**config.mk**
```make
export PLATFORM = sky130hd
export DESIGN_NAME = regfile_param
export DESIGN_NICKNAME = d
export VERILOG_FILES = /design/src/rtl/regfile_param.sv
export SDC_FILE = /design/constraint.sdc
export NUM_CORES = 1
export LEC_CHECK = 0
export BUFFER_PORTS_ARGS = -buffer_cell sky130_fd_sc_hd__buf_2
export CORE_ASPECT_RATIO = 1.2
export CORE_UTILIZATION = 33
export CTS_CLUSTER_SIZE = 25
export DETAILED_ROUTE_END_ITERATION = 10
export GPL_TIMING_DRIVEN = 0
export PLACE_DENSITY = 0.52
export SKIP_CTS_REPAIR_TIMING = 1
export SLEW_MARGIN = 20
export SYNTH_ARGS = -nofsm -noshare
export SYNTH_HDL_FRONTEND = slang
export SYNTH_SLANG_ARGS = --single-unit
```
**constraint.sdc**
```tcl
create_clock -name clk -period 7.8 [get_ports clk]
set_input_delay 1.56 -clock clk [delete_from_list [all_inputs] [get_ports clk]]
set_output_delay 1.56 -clock clk [all_outputs]
set_load 0.02 [all_outputs]
```
**src/rtl/regfile_param.sv**
```systemverilog
// Parametrised two-read / one-write register file with a hardware clear
// sequencer, optional hardwired zero register, optional write-to-read bypass
// and a read-valid strobe. Sits between decode and the ALU operand latches.
module regfile_param #(
  parameter int DATA_W   = 32,
  parameter int ADDR_W   = 4,
  parameter int DEPTH    = 16,
  parameter int ZERO_REG = 1,
  parameter int BYPASS   = 1
) (
  input  logic              clk,
  input  logic              rst_n,
  input  logic              clear_req,
  output logic              busy,
  input  logic              reg_read,
  input  logic              reg_write,
  input  logic [ADDR_W-1:0] dirA,
  input  logic [ADDR_W-1:0] dirB,
  input  logic [ADDR_W-1:0] dir_WR,
  input  logic [DATA_W-1:0] data_in,
  output logic [DATA_W-1:0] datA,
  output logic [DATA_W-1:0] datB,
  output logic              rd_valid
);

  // Storage index only needs enough bits to reach DEPTH-1; the full address
  // is still range-checked so out-of-range accesses never touch storage.
  localparam int              IDX_W    = (DEPTH > 1) ? $clog2(DEPTH) : 1;
  localparam logic [ADDR_W:0] DEPTH_X  = (ADDR_W+1)'(DEPTH);
  localparam logic [IDX_W-1:0] LAST_PTR = IDX_W'(DEPTH - 1);

  typedef enum logic {CLEAR, IDLE} state_t;

  state_t            state, next_state;
  logic [IDX_W-1:0]  clr_ptr, next_ptr;
  logic [DATA_W-1:0] regs [DEPTH];

  logic              idle;
  logic              wr_ok;
  logic              accept_wr;
  logic              accept_rd;
  logic              hit_a, hit_b;
  logic [DATA_W-1:0] value_a, value_b;

  function automatic logic in_range(input logic [ADDR_W-1:0] addr);
    return ({1'b0, addr} < DEPTH_X);
  endfunction

  function automatic logic is_zero_reg(input logic [ADDR_W-1:0] addr);
    return (ZERO_REG != 0) && (addr == '0);
  endfunction

  function automatic logic [DATA_W-1:0] read_value(
    input logic [ADDR_W-1:0] addr,
    input logic              hit,
    input logic [DATA_W-1:0] fwd,
    input logic [DATA_W-1:0] stored
  );
    if (!in_range(addr) || is_zero_reg(addr)) return '0;
    if (hit) return fwd;
    return stored;
  endfunction

  // A clear request in IDLE wins over any read or write in the same cycle.
  assign idle      = (state == IDLE);
  assign busy      = (state == CLEAR);
  assign wr_ok     = reg_write && in_range(dir_WR) && !is_zero_reg(dir_WR);
  assign accept_wr = idle && !clear_req && wr_ok;
  assign accept_rd = idle && !clear_req && reg_read;
  assign hit_a     = (BYPASS != 0) && accept_wr && (dir_WR == dirA);
  assign hit_b     = (BYPASS != 0) && accept_wr && (dir_WR == dirB);
  assign value_a   = read_value(dirA, hit_a, data_in, regs[dirA[IDX_W-1:0]]);
  assign value_b   = read_value(dirB, hit_b, data_in, regs[dirB[IDX_W-1:0]]);

  // State register for the clear sequencer; reset restarts the clear at entry 0.
  always_ff @(posedge clk) begin
    if (!rst_n) begin
      state   <= CLEAR;
      clr_ptr <= '0;
    end else begin
      state   <= next_state;
      clr_ptr <= next_ptr;
    end
  end

  // Next-state logic: walk every entry once, then idle until a clear request.
  always_comb begin
    next_state = state;
    next_ptr   = clr_ptr;
    case (state)
      CLEAR: begin
        if (clr_ptr == LAST_PTR) begin
          next_state = IDLE;
          next_ptr   = '0;
        end else begin
          next_ptr = clr_ptr + 1'b1;
        end
      end
      IDLE: begin
        if (clear_req) begin
          next_state = CLEAR;
          next_ptr   = '0;
        end
      end
      default: begin
        next_state = CLEAR;
        next_ptr   = '0;
      end
    endcase
  end

  // Storage update: clearing zeroes one entry per cycle, otherwise accepted writes.
  always_ff @(posedge clk) begin
    if (rst_n) begin
      if (state == CLEAR) begin
        regs[clr_ptr] <= '0;
      end else if (accept_wr) begin
        regs[dir_WR[IDX_W-1:0]] <= data_in;
      end
    end
  end

  // Registered read ports and one-cycle valid strobe per accepted read.
  always_ff @(posedge clk) begin
    if (!rst_n) begin
      datA     <= '0;
      datB     <= '0;
      rd_valid <= 1'b0;
    end else if (accept_rd) begin
      datA     <= value_a;
      datB     <= value_b;
      rd_valid <= 1'b1;
    end else begin
      rd_valid <= 1'b0;
    end
  end

endmodule

```
==> Word level (Yosys, flattened, before mapping) <==
Memory sizes are Yosys's and may differ from the RTL's.
Index checks and enable logic that the tools add are counted.
Widths: inputs -> output; s select.
{ "classes": {"bitwise_logic": 1, "shift": 0, "n_eq_ne": 4, "n_lt_le_gt_ge": 0, "muxes": 31, "n_div": 0, "n_reduce_logical": 12, "multipliers": 0, "addsub": 1} }
{ "ops": {"columns": ["operator", "count"], "rows": [
  ["$mux 32", 9],
  ["$reduce_or 32->1", 1],
  ["$mux 1", 17],
  ["$logic_not 4->1", 3],
  ["$mux 4", 3],
  ["$eq 4x4->1", 2],
  ["$pmux 4 s2", 1],
  ["$logic_and 1x1->1", 6],
  ["$add 4x1->4 const B", 1],
  ["$eq 4x4->1 const B", 1],
  ["$logic_not 1->1", 2],
  ["$ne 2x2->1 const B", 1],
  ["$pmux 1 s2", 1],
  ["$not 1->1", 1]
]} }
{ "totals": {"n_memories": 1, "mem_bits_rw": 512, "ff_bits": 70, "latchBits": 0, "inputBits": 49, "elab_cells": 55, "rom_bits": 0} }
{ "memory_table": {"columns": ["name", "words", "width", "rd", "rd_ports_with_merged_regs", "write_ports", "line_no", "source"], "rows": [
  ["regs", 16, 32, 2, 0, 1, "36", "logic [DATA_W-1:0] regs [DEPTH];"]
]} }

==> Longest topological paths before layout <==
Gate-level depths: netlist (run 1).
{ "logic_depth": {"ltp_word": 10, "ltp_mapped": 8, "depth_no_buf": 4} }

==> Worst setup path before layout (run 1) <==
OpenSTA, ideal clock, no wires.
{ "synth_path": {"kind": "input to register", "from": "in dir_WR[0]", "to": "mem regs[3][0] (enable)", "setup_ns": 0.421, "path_stages": 5, "n_path_buf": 1, "slack_ns": 3.506, "arrival_time_ns": 3.872, "path_cell_list": "buf_2 -> or4_1 -> nand2_1 -> a32oi_1 -> nor2_1"} }
{ "synth_between": {"elab_chain_cells": 10, "elab_cells_between_ends": 11} }
{ "synth_lines": {"columns": ["item", "line_no", "source"], "rows": [
  ["start, declared", "19", "input logic [ADDR_W-1:0] dir_WR,"],
  ["$logic_not 4->1", "50", "return (ZERO_REG != 0) && (addr == '0);"],
  ["$logic_not 1->1", "67", "assign wr_ok = reg_write && in_range(dir_WR) && !is_zero_reg(dir_WR);"],
  ["$logic_and 1x1->1", "67", null],
  ["$logic_and 1x1->1", "68", "assign accept_wr = idle && !clear_req && wr_ok;"],
  ["$mux 1", "117", "end else if (accept_wr) begin"],
  ["$mux 1", "115", "if (state == CLEAR) begin"],
  ["$mux 1", "114", "if (rst_n) begin"],
  ["$mux 1 (not written as such)", "118", "regs[dir_WR[IDX_W-1:0]] <= data_in;"],
  ["$reduce_or 32->1 (no line)", null, null],
  ["$mux 4 (no line) or $mux 1 (tied branches)", null, null],
  ["end, declared", "36", null]
]} }
Several ways; a longest one is shown, not always the timed one.

==> Worst setup path in the final report (run 1) <==
{ "layout_path": {"from": "in dirA[1]", "to": "reg datA[25]"} }
{ "layout_between": {"elab_chain_cells": 6, "elab_cells_between_ends": 10} }
{ "layout_lines": {"columns": ["item", "line_no", "source"], "rows": [
  ["start, declared", "17", "input logic [ADDR_W-1:0] dirA,"],
  ["$eq 4x4->1", "70", "assign hit_a = (BYPASS != 0) && accept_wr && (dir_WR == dirA);"],
  ["$logic_and 1x1->1", "70", null],
  ["$mux 1 (2 in series)", "60", "if (hit) return fwd;"],
  ["$mux 32", "61", "return stored;"],
  ["$mux 32 (*)", "60", null],
  ["end signal, assigned", "130", "datA <= value_a;"],
  ["end, declared", "21", "output logic [DATA_W-1:0] datA,"]
]} }
Mark *: on every way between the ends. The rest lies on a longest branch, timed or not. The select of a mux whose other input is x is not followed.
A chain may end at the register's enable or synchronous reset.

==> results of run 1 <==
## where the power goes
group          total (W)  internal (W)  switching (W)
registers        0.00341       0.00339      0.0000187
logic           0.000501      0.000172       0.000329
clock network    0.00296       0.00171        0.00125
total            0.00687       0.00527        0.00160
## layout by cell type (no fill, tap or decap), drive strengths merged, types with 19 or more instances in the layout
cell / n
nand4: 64
clkinv: 22
edfxtp: 512
mux4: 132
a211oi: 48
o311ai: 62
nor2: 26
a22oi: 125
and3: 34
and2: 19
nor2b: 57
a21boi: 50
nand2: 70
clkbuf: 164
buf: 210
dfxtp: 70
mux2i: 266
## registers in the layout, indices dropped and copies added (netlist names)
| signal | cells |
|---|---|
| idle | 1 |
| datB | 32 |
| regs | 512 |
| rd_valid | 1 |
| clr_ptr | 4 |
| datA | 32 |
## area by class of cell
class	count	area (sq um)
multi-input cells	1015	9910
well taps	1111	1390
inverters	2	7.51
clock inverters	34	360
plain buffers	158	907
fillers	7605	49900
diodes	2	5.00
flip-flops and latches	582	16800
repair buffers	138	1250
clock buffers	78	1640
## logic make-up (layout without fill, tap and decap cells)
logic type | Yosys count | in the layout | synth area share, %
AOI/OAI and AO/OA | 318 | 318 | 8.86
xor gates and xnor gates | 8 | 8 | 0.255
adders and majority gates | 1 | 1 | 0.0455
buffers and inverters | 160 | 410 | 3.33
DFF | 582 | 582 | 61.1
muxes | 400 | 400 | 20.6
other | 0 | 2 | 0
and+or+nand+nor | 288 | 288 | 5.86
## through the flow
stage	power (W)	worst slack [ns]
after global routing	0.00702	4.04
after floorplan	0.00375	3.51
after global placement	0.00395	1.02
after CTS	0.00689	3.99
after detailed placement	0.00397	3.34
final	0.00687	4.12
## worst max-delay path: cells and delay by family
kind	cells	cell delay (ns)
simple gates	1	0.39
buf+inv	4	1.51
compound gates	3	0.72
## path summary, 6_finish.rpt
path                 from           to  slack, ns  cells after the start
hold / removal    datA[6]      datA[6]       0.48                      2
setup reg to reg     idle  regs[5][27]       4.84                      7
setup / recovery  dirA[1]     datA[25]       4.12                      8
hold reg to reg   datA[6]      datA[6]       0.48                      2
## layer usage
layer,GRT usage [%],up-vias
met5,0,-
met4,8.84,2
met3,3.42,174
met2,40.3,766
met1,30.9,9518
li1,-,7625
==> out/metrics.csv, run 1 <==
metric,value,unit
gp_congestion,0.973,
max_freq,272,MHz
crit_path_end_kind,flip-flop,
cp_slowest_cell,clkbuf_1,
drtIter0Drc,2145,
clk_pin_slew_worst_paths,0.06,ns
status,"complete, no violations",
grt.total_usage,23.8,%
grt_start_max_net_pins,18,
synthFlopType,edfxtp_1,
max_cap_viol_count,0,
power.leakage,10.0,nW
portBuffers,108,
synth_commonest_cells,"512 x edfxtp_1, 266 x mux2i_1, 132 x mux4_2",
finalSetupViolations,0,
drive_gt1_share,22.6,%
die_w,265,um
wl,101000,um
yosys.area.top_type_share,56.0,%
fin_cells,3120,
area_delta_synth_final,17.4,%
route.met2.wl,50400,um
numCtsBuffers,59,
met1_length,40800,um
hold_viol,0,
p_per_area,213,nW/um^2
core,82200,sq um
post-route-period-util,47.2,%
grt_pass1_vias,18400,
synth_top_cells_by_area,"edfxtp_1 56%, mux4_2 11%, mux2i_1 9.7%",
antenna_found_initial,2,
die_area,84400,sq um
dp_hpwl,72900,um
clockBufferDepth,3,
crit_path_start_kind,primary input,
die_h,318,um
wl_met3,6400,um
place_area,30200,sq um
cts_sinks,582,
num_vias,18100,
place_inst,3005,
finClkSkew,0.0302,ns
hold_class,flip-flop to flip-flop,
path_class,primary input to flip-flop,
ys_seq_area_share,61.1,%
top_layer,met5,
synthArstFlopShare,0,%
rows,115,
num-nets-final,2006,
tritoncts,done,
routed_via_density,5.80,
post-route-util,39.2,%
design_area,32200,sq um
cp_common_cell,buf_2,
grt_first_pass_wirelength,141000,um
ys_types,50,
netlist_area,27500,sq um
htree_levels,2,
peakVddDrop,0.160,mV
pin_count,115,
initial_core_util,33.4,%
avgSynthCellArea,15.6,sq um
fin_crit,3.68,ns
worstPathRequired,8.32,ns
synth_edf_count,512,
max_slew_margin,22.0,%
synth_most_common_cell,edfxtp_1,
cpPeakStageDelay,0.81,ns
synth-seq-cells,582,
root_buffer,clkbuf_16,
tightest_slew,1.17,ns
synth_top_cell_by_area,edfxtp_1,
route.detailed.drc,0,
drv_slew,0,
ys_warn_count,0,
cp.arrival,4.20,ns
rsz0062_at_grt,no,
clk_latency,0.65,ns
firstDrtPassIters,5,
hold_ws,0.482,ns
wl_per_cell,32.5,um
syn_inst,1757,
ant_nets,0,
tns,0,ns
cp_cell_sequence,buf_2 -> buf_2 -> buf_2 -> nor2b_1 -> clkbuf_1 -> a22oi_1 -> a21boi_0 -> o311ai_1,
grt-ovfl-total,0,
syn_nets,1807,
path_max_fanout,10,
Power figures use the tool's default switching activity.
==> inputs of run 2 (changes only) <==
==> constraint.sdc (replaced) <==
create_clock -name clk -period 3.4 [get_ports clk]
set_input_delay 0.68 -clock clk [delete_from_list [all_inputs] [get_ports clk]]
set_output_delay 0.68 -clock clk [all_outputs]
set_load 0.02 [all_outputs]
==> out/metrics.csv, run 2 (same netlist as run 1, synthesis figures left out) <==
metric,value,unit,change
hold_ws,0.338,ns,-0.144 ns
rows,115,,unchanged
path_max_fanout,13,,+3
route.detailed.drc,0,,unchanged
portBuffers,108,,unchanged
wl,101000,um,about the same
fin_crit,2.93,ns,
worstReg2RegEnd,regs[5][4],,
reg_top3,"regs: 512 flops, datA: 32 flops, datB: 32 flops",,
clockBufferDepth,3,,unchanged
clk_pin_slew_worst_paths,0.06,ns,about the same
grt_pass1_vias,18400,,+0.14%
p_per_area,488,nW/um^2,+130%
clk_latency,0.65,ns,about the same
rr_worst_depth,7,,unchanged
cpPeakStageDelay,0.54,ns,-0.27 ns
wl_per_cell,32.5,um,about the same
tns,0,ns,unchanged
crit_path_end_kind,flip-flop,,
hold_viol,0,,unchanged
pin_count,115,,unchanged
max_slew_margin,22.9,%,+0.87 points
power.total,0.0157,W,+130%
hold_class,primary input to flip-flop,,
tightest_slew,1.16,ns,-0.0131 ns
layout_common_cells,"512 x edfxtp_1, 266 x mux2i_1, 139 x buf_2",,
rsz0062_at_grt,no,,
path_class,flip-flop to flip-flop,,
max_cap_viol_count,0,,unchanged
cts_sinks,582,,unchanged
final_common_cell,edfxtp_1,,
cp_cell_sequence,and4b_1 -> clkbuf_1 -> nand2_1 -> o32a_1 -> nor2_4 -> buf_16 -> buf_16,,
grt_first_pass_wirelength,141000,um,unchanged
status,"complete, no violations",,
grt_start_max_net_pins,18,,unchanged
crit_path_start_kind,flip-flop,,
grt-ovfl-total,0,,unchanged
routed_via_density,5.82,,+0.35%
htree_levels,2,,unchanged
dp_hpwl,72900,um,unchanged
cp_common_cell,buf_16,,
num-nets-final,2006,,unchanged
cp_slowest_cell,clkbuf_1,,
cpLargestDelayFamily,buffers and inverters,,
r2r_slack,0.47,ns,-4.37 ns
post-route-period-util,86.1,%,
design_area,32200,sq um,about the same
die_h,318,um,unchanged
cp.arrival,3.28,ns,-0.92 ns
num_vias,18200,,+0.38%
peakVddDrop,0.362,mV,+130%
cp.depth,7,,-1
finalSetupViolations,0,,unchanged
worstPathRequired,3.75,ns,-4.57 ns
ant_nets,0,,unchanged
drv_slew,0,,unchanged
die_area,84400,sq um,unchanged
antenna_found_initial,2,,unchanged
largest_register,regs,,
numCtsBuffers,59,,unchanged
place_area,30200,sq um,unchanged
max_freq,342,MHz,
worst_slack,0.472,ns,-3.65 ns
initial_core_util,33.4,%,unchanged
die_w,265,um,unchanged
finClkSkew,0.0290,ns,-0.00120 ns
gp_congestion,0.973,,unchanged
drive_gt1_share,22.6,%,unchanged
root_buffer,clkbuf_16,,
path_buf_inv,3,,-1
pre_cts_ws,-0.184,ns,-3.52 ns
firstDrtPassIters,6,,+1
largest_register_ffs,512,,unchanged
drtIter0Drc,2125,,-0.93%
power.leakage,10.0,nW,unchanged
r2r_start,idle,,
startpoint,idle,,
tritoncts,done,,
cp-endpoint,regs[5][4],,
area_delta_synth_final,17.4,%,about the same
grt.total_usage,23.8,%,about the same
core,82200,sq um,unchanged
[run 2: power breakdown]
group | internal, W | switching [W]
sequential | 0.00777 | 0.0000426
clock | 0.00393 | 0.00285
combinational | 0.000395 | 0.000754
[run 2: area by class of cell]
type | count | area, sq um
Multi-Input combinational cell | 1015 | 9910
Clock inverter | 34 | 360
Tap cell | 1111 | 1390
Sequential cell | 582 | 16800
Antenna cell | 3 | 7.51
Fill cell | 7605 | 49900
Buffer | 158 | 907
Timing Repair Buffer | 138 | 1250
Clock buffer | 78 | 1640
Inverter | 2 | 7.51
[run 2: stage by stage]
stage          instances  util (%)
2_1_floorplan       1757         -
3_3_place_gp        2976      35.8
3_5_place_dp        3005      36.8
4_1_cts             3117      39.2
5_1_grt             3118      39.2
6_report            3121      39.3
[run 2: how the worst min path moves through the flow]
stage | endpoint | depth (start not counted) | startpoint | slack, ns
3_5_place_dp | datA[2] | 2 | datA[2] | 0.47
6_report | datB[2] | 3 | data_in[2] | 0.34
2_1_floorplan | clr_ptr[2] | 2 | clr_ptr[2] | 0.49
3_3_place_gp | datB[23] | 2 | datB[23] | 0.46
4_1_cts | datB[23] | 3 | data_in[23] | 0.32
5_1_grt | datB[23] | 3 | data_in[23] | 0.33
[run 2: worst register-to-register path: stages, from the launching register on]
cell	delay, ns
dfxtp_1	0.39
and4b_1	0.20
clkbuf_1	0.54
nand2_1	0.14
o32a_1	0.41
nor2_4	0.54
buf_16	0.25
buf_16	0.18
[run 2: per-layer routing]
metal	track usage, %	up-vias	share of wire, %
li1	-	7637	-
met1	30.9	9509	40
met2	40.3	825	50
met3	3.39	181	6.9
met4	8.95	2	3.8
met5	0	-	0.020
==> inputs of run 3 (changes only) <==
--- a/config.mk
+++ b/config.mk
@@ -5,8 +5,10 @@
 export SDC_FILE = /design/constraint.sdc
 export NUM_CORES = 1
 export LEC_CHECK = 0
+export ABC_AREA = 0
 export BUFFER_PORTS_ARGS = -buffer_cell sky130_fd_sc_hd__buf_2
 export CORE_ASPECT_RATIO = 1.2
+export CORE_MARGIN = 4
 export CORE_UTILIZATION = 33
 export CTS_CLUSTER_SIZE = 25
 export DETAILED_ROUTE_END_ITERATION = 10
==> out/metrics.csv, run 3 (same netlist as run 1, synthesis figures left out) <==
metric,value,unit,change
status,"complete, no violations",,
tritoncts,done,,
numCtsBuffers,58,,-1.7%
ff_latch_area,16800,sq um,unchanged
clk_latency,0.64,ns,about the same
rows,115,,unchanged
crit_path_end_kind,flip-flop,,
wl,102000,um,+0.80%
switchingPower,0.00361,W,-0.90%
path_max_fanout,13,,unchanged
cts_sinks,582,,unchanged
drive_gt1_share,23.0,%,+0.37 points
grt.total_usage,22.7,%,-1.1 points
num-nets-final,2006,,unchanged
hold_class,primary input to flip-flop,,
cp_cell_sequence,and4b_1 -> clkbuf_1 -> nand2_1 -> a32oi_1 -> nor2_4 -> buf_16 -> buf_16,,
initial_core_util,33.4,%,-0.058 points
grt_first_pass_wirelength,142000,um,+0.66%
core,82300,sq um,+0.18%
reg_top3,"regs: 512 flops, datA: 32 flops, datB: 32 flops",,
finClkSkew,0.0287,ns,-0.000313 ns
cp_common_cell,buf_16,,
largest_register_ffs,512,,unchanged
die_area,88000,sq um,+4.2%
num_vias,18300,,+0.72%
p_comb_share,7.3,%,about the same
post-route-util,39.3,%,about the same
post-route-period-util,95.9,%,+9.8 points
largest_register,regs,,
fillerInstances,7630,,+0.33%
fin_crit,3.26,ns,+0.334 ns
grt_pass1_vias,18700,,+1.5%
grt-ovfl-total,0,,unchanged
root_buffer,clkbuf_16,,
ant_nets,0,,unchanged
gp_congestion,0.955,,-1.9%
antenna_found_initial,3,,+1
rsz0062_at_grt,no,,
drv_slew,0,,unchanged
drtIter0Drc,2069,,-2.6%
cpPeakStageDelay,0.92,ns,+0.38 ns
path_buf_inv,3,,unchanged
max_freq,307,MHz,-10%
die_h,324,um,+1.9%
clockBufferDepth,3,,unchanged
portBuffers,108,,unchanged
cpLargestDelayFamily,buffers and inverters,,
layout_common_cells,"512 x edfxtp_1, 266 x mux2i_1, 138 x buf_2",,
swShare,22.9,%,-0.28 points
die_w,271,um,+2.3%
routed_via_density,5.86,,+0.81%
firstDrtPassIters,5,,-1
tightest_slew,1.20,ns,+0.0462 ns
seq_power_share,49.5,%,about the same
finalSetupViolations,0,,unchanged
pwr-share-clk,43.2,%,about the same
hold_viol,0,,unchanged
place_area,30300,sq um,+0.23%
worstPathRequired,3.79,ns,+0.04 ns
crit_path_start_kind,flip-flop,,
power.leakage,10.1,nW,+0.55%
dp_hpwl,73500,um,+0.85%
area_delta_synth_final,17.7,%,
max_cap_viol_count,0,,unchanged
path_class,flip-flop to flip-flop,,
multi_input_area,9910,sq um,unchanged
power.total,0.0158,W,+0.31%
htree_levels,2,,unchanged
p_per_area,488,nW/um^2,about the same
cp.arrival,3.65,ns,+0.37 ns
internal-power,0.0122,W,+0.67%
max_slew_margin,19.8,%,-3.1 points
wl_per_cell,32.8,um,+0.90%
route.detailed.drc,0,,unchanged
peakVddDrop,0.367,mV,+1.4%
final_common_cell,edfxtp_1,,
grt_start_max_net_pins,19,,+1
design_area,32300,sq um,+0.26%
cp_slowest_cell,a32oi_1,,
clk_pin_slew_worst_paths,0.07,ns,about the same
pin_count,115,,unchanged
==> run 3: changes by cell type in the layout (fill, tap and decap cells not counted), sizes merged <==
cell      before  now
buf          210  211
bufinv         7    6
clkbuf       164  170
clkinv        22   17
clkinvlp       3    1
diode          3    2
inv            4    3
==> run 3: routing by layer <==
metal	part of all wire, %	global-route usage (%)	wire length, um	up-vias
met2	50	39.6	50900	818
met1	40	28.9	40600	9651
li1	-	-	-	7620
met5	0.048	0	49	-
met3	7.0	4.02	7180	189
met4	3.4	7.56	3440	6
==> run 3: area by class of cell <==
class / count / area share (%)
flip-flops and latches: 582 / 51.9
clock buffers: 84 / 5.39
inverters: 2 / 0.0232
diodes: 2 / 0.0155
plain buffers: 158 / 2.81
multi-input cells: 1015 / 30.7
repair buffers: 139 / 4.06
clock inverters: 25 / 0.867
well taps: 1111 / 4.30
==> run 3: metrics by stage <==
step	hold WS, ns	setup slack [ns]	cells	TNS, ns
after floorplan	0.491	-0.0136	1757	-0.873
after global placement	0.455	-2.64	2976	-1100.76
after detailed placement	0.456	-0.236	3007	-13.34
after CTS	0.314	0.212	3116	0
after global routing	0.322	0.208	3116	0
final	0.341	0.138	3118	0
==> run 3: path summary, 6_finish.rpt <==
path | slack [ns] | to | from | depth (start not counted)
setup reg to reg | 0.14 | regs[15][7] | idle | 7
setup / recovery | 0.14 | regs[15][7] | idle | 7
hold reg to reg | 0.47 | datA[6] | datA[6] | 2
hold / removal | 0.34 | datA[23] | data_in[23] | 3
==> run 3: tightest hold or removal path: stages <==
cell and delay (ns):
buf_2 0.11, nand4_1 0.08, o311ai_1 0.09
==> run 3: power groups by stage <==
stage               combinational [W]  sequential [W]  clock [W]
floorplan                    0.000642         0.00795          0
global placement              0.00110         0.00797          0
detailed placement            0.00116         0.00796          0
CTS                           0.00116         0.00781    0.00690
global route                  0.00120         0.00782    0.00719
finish                        0.00116         0.00781    0.00682
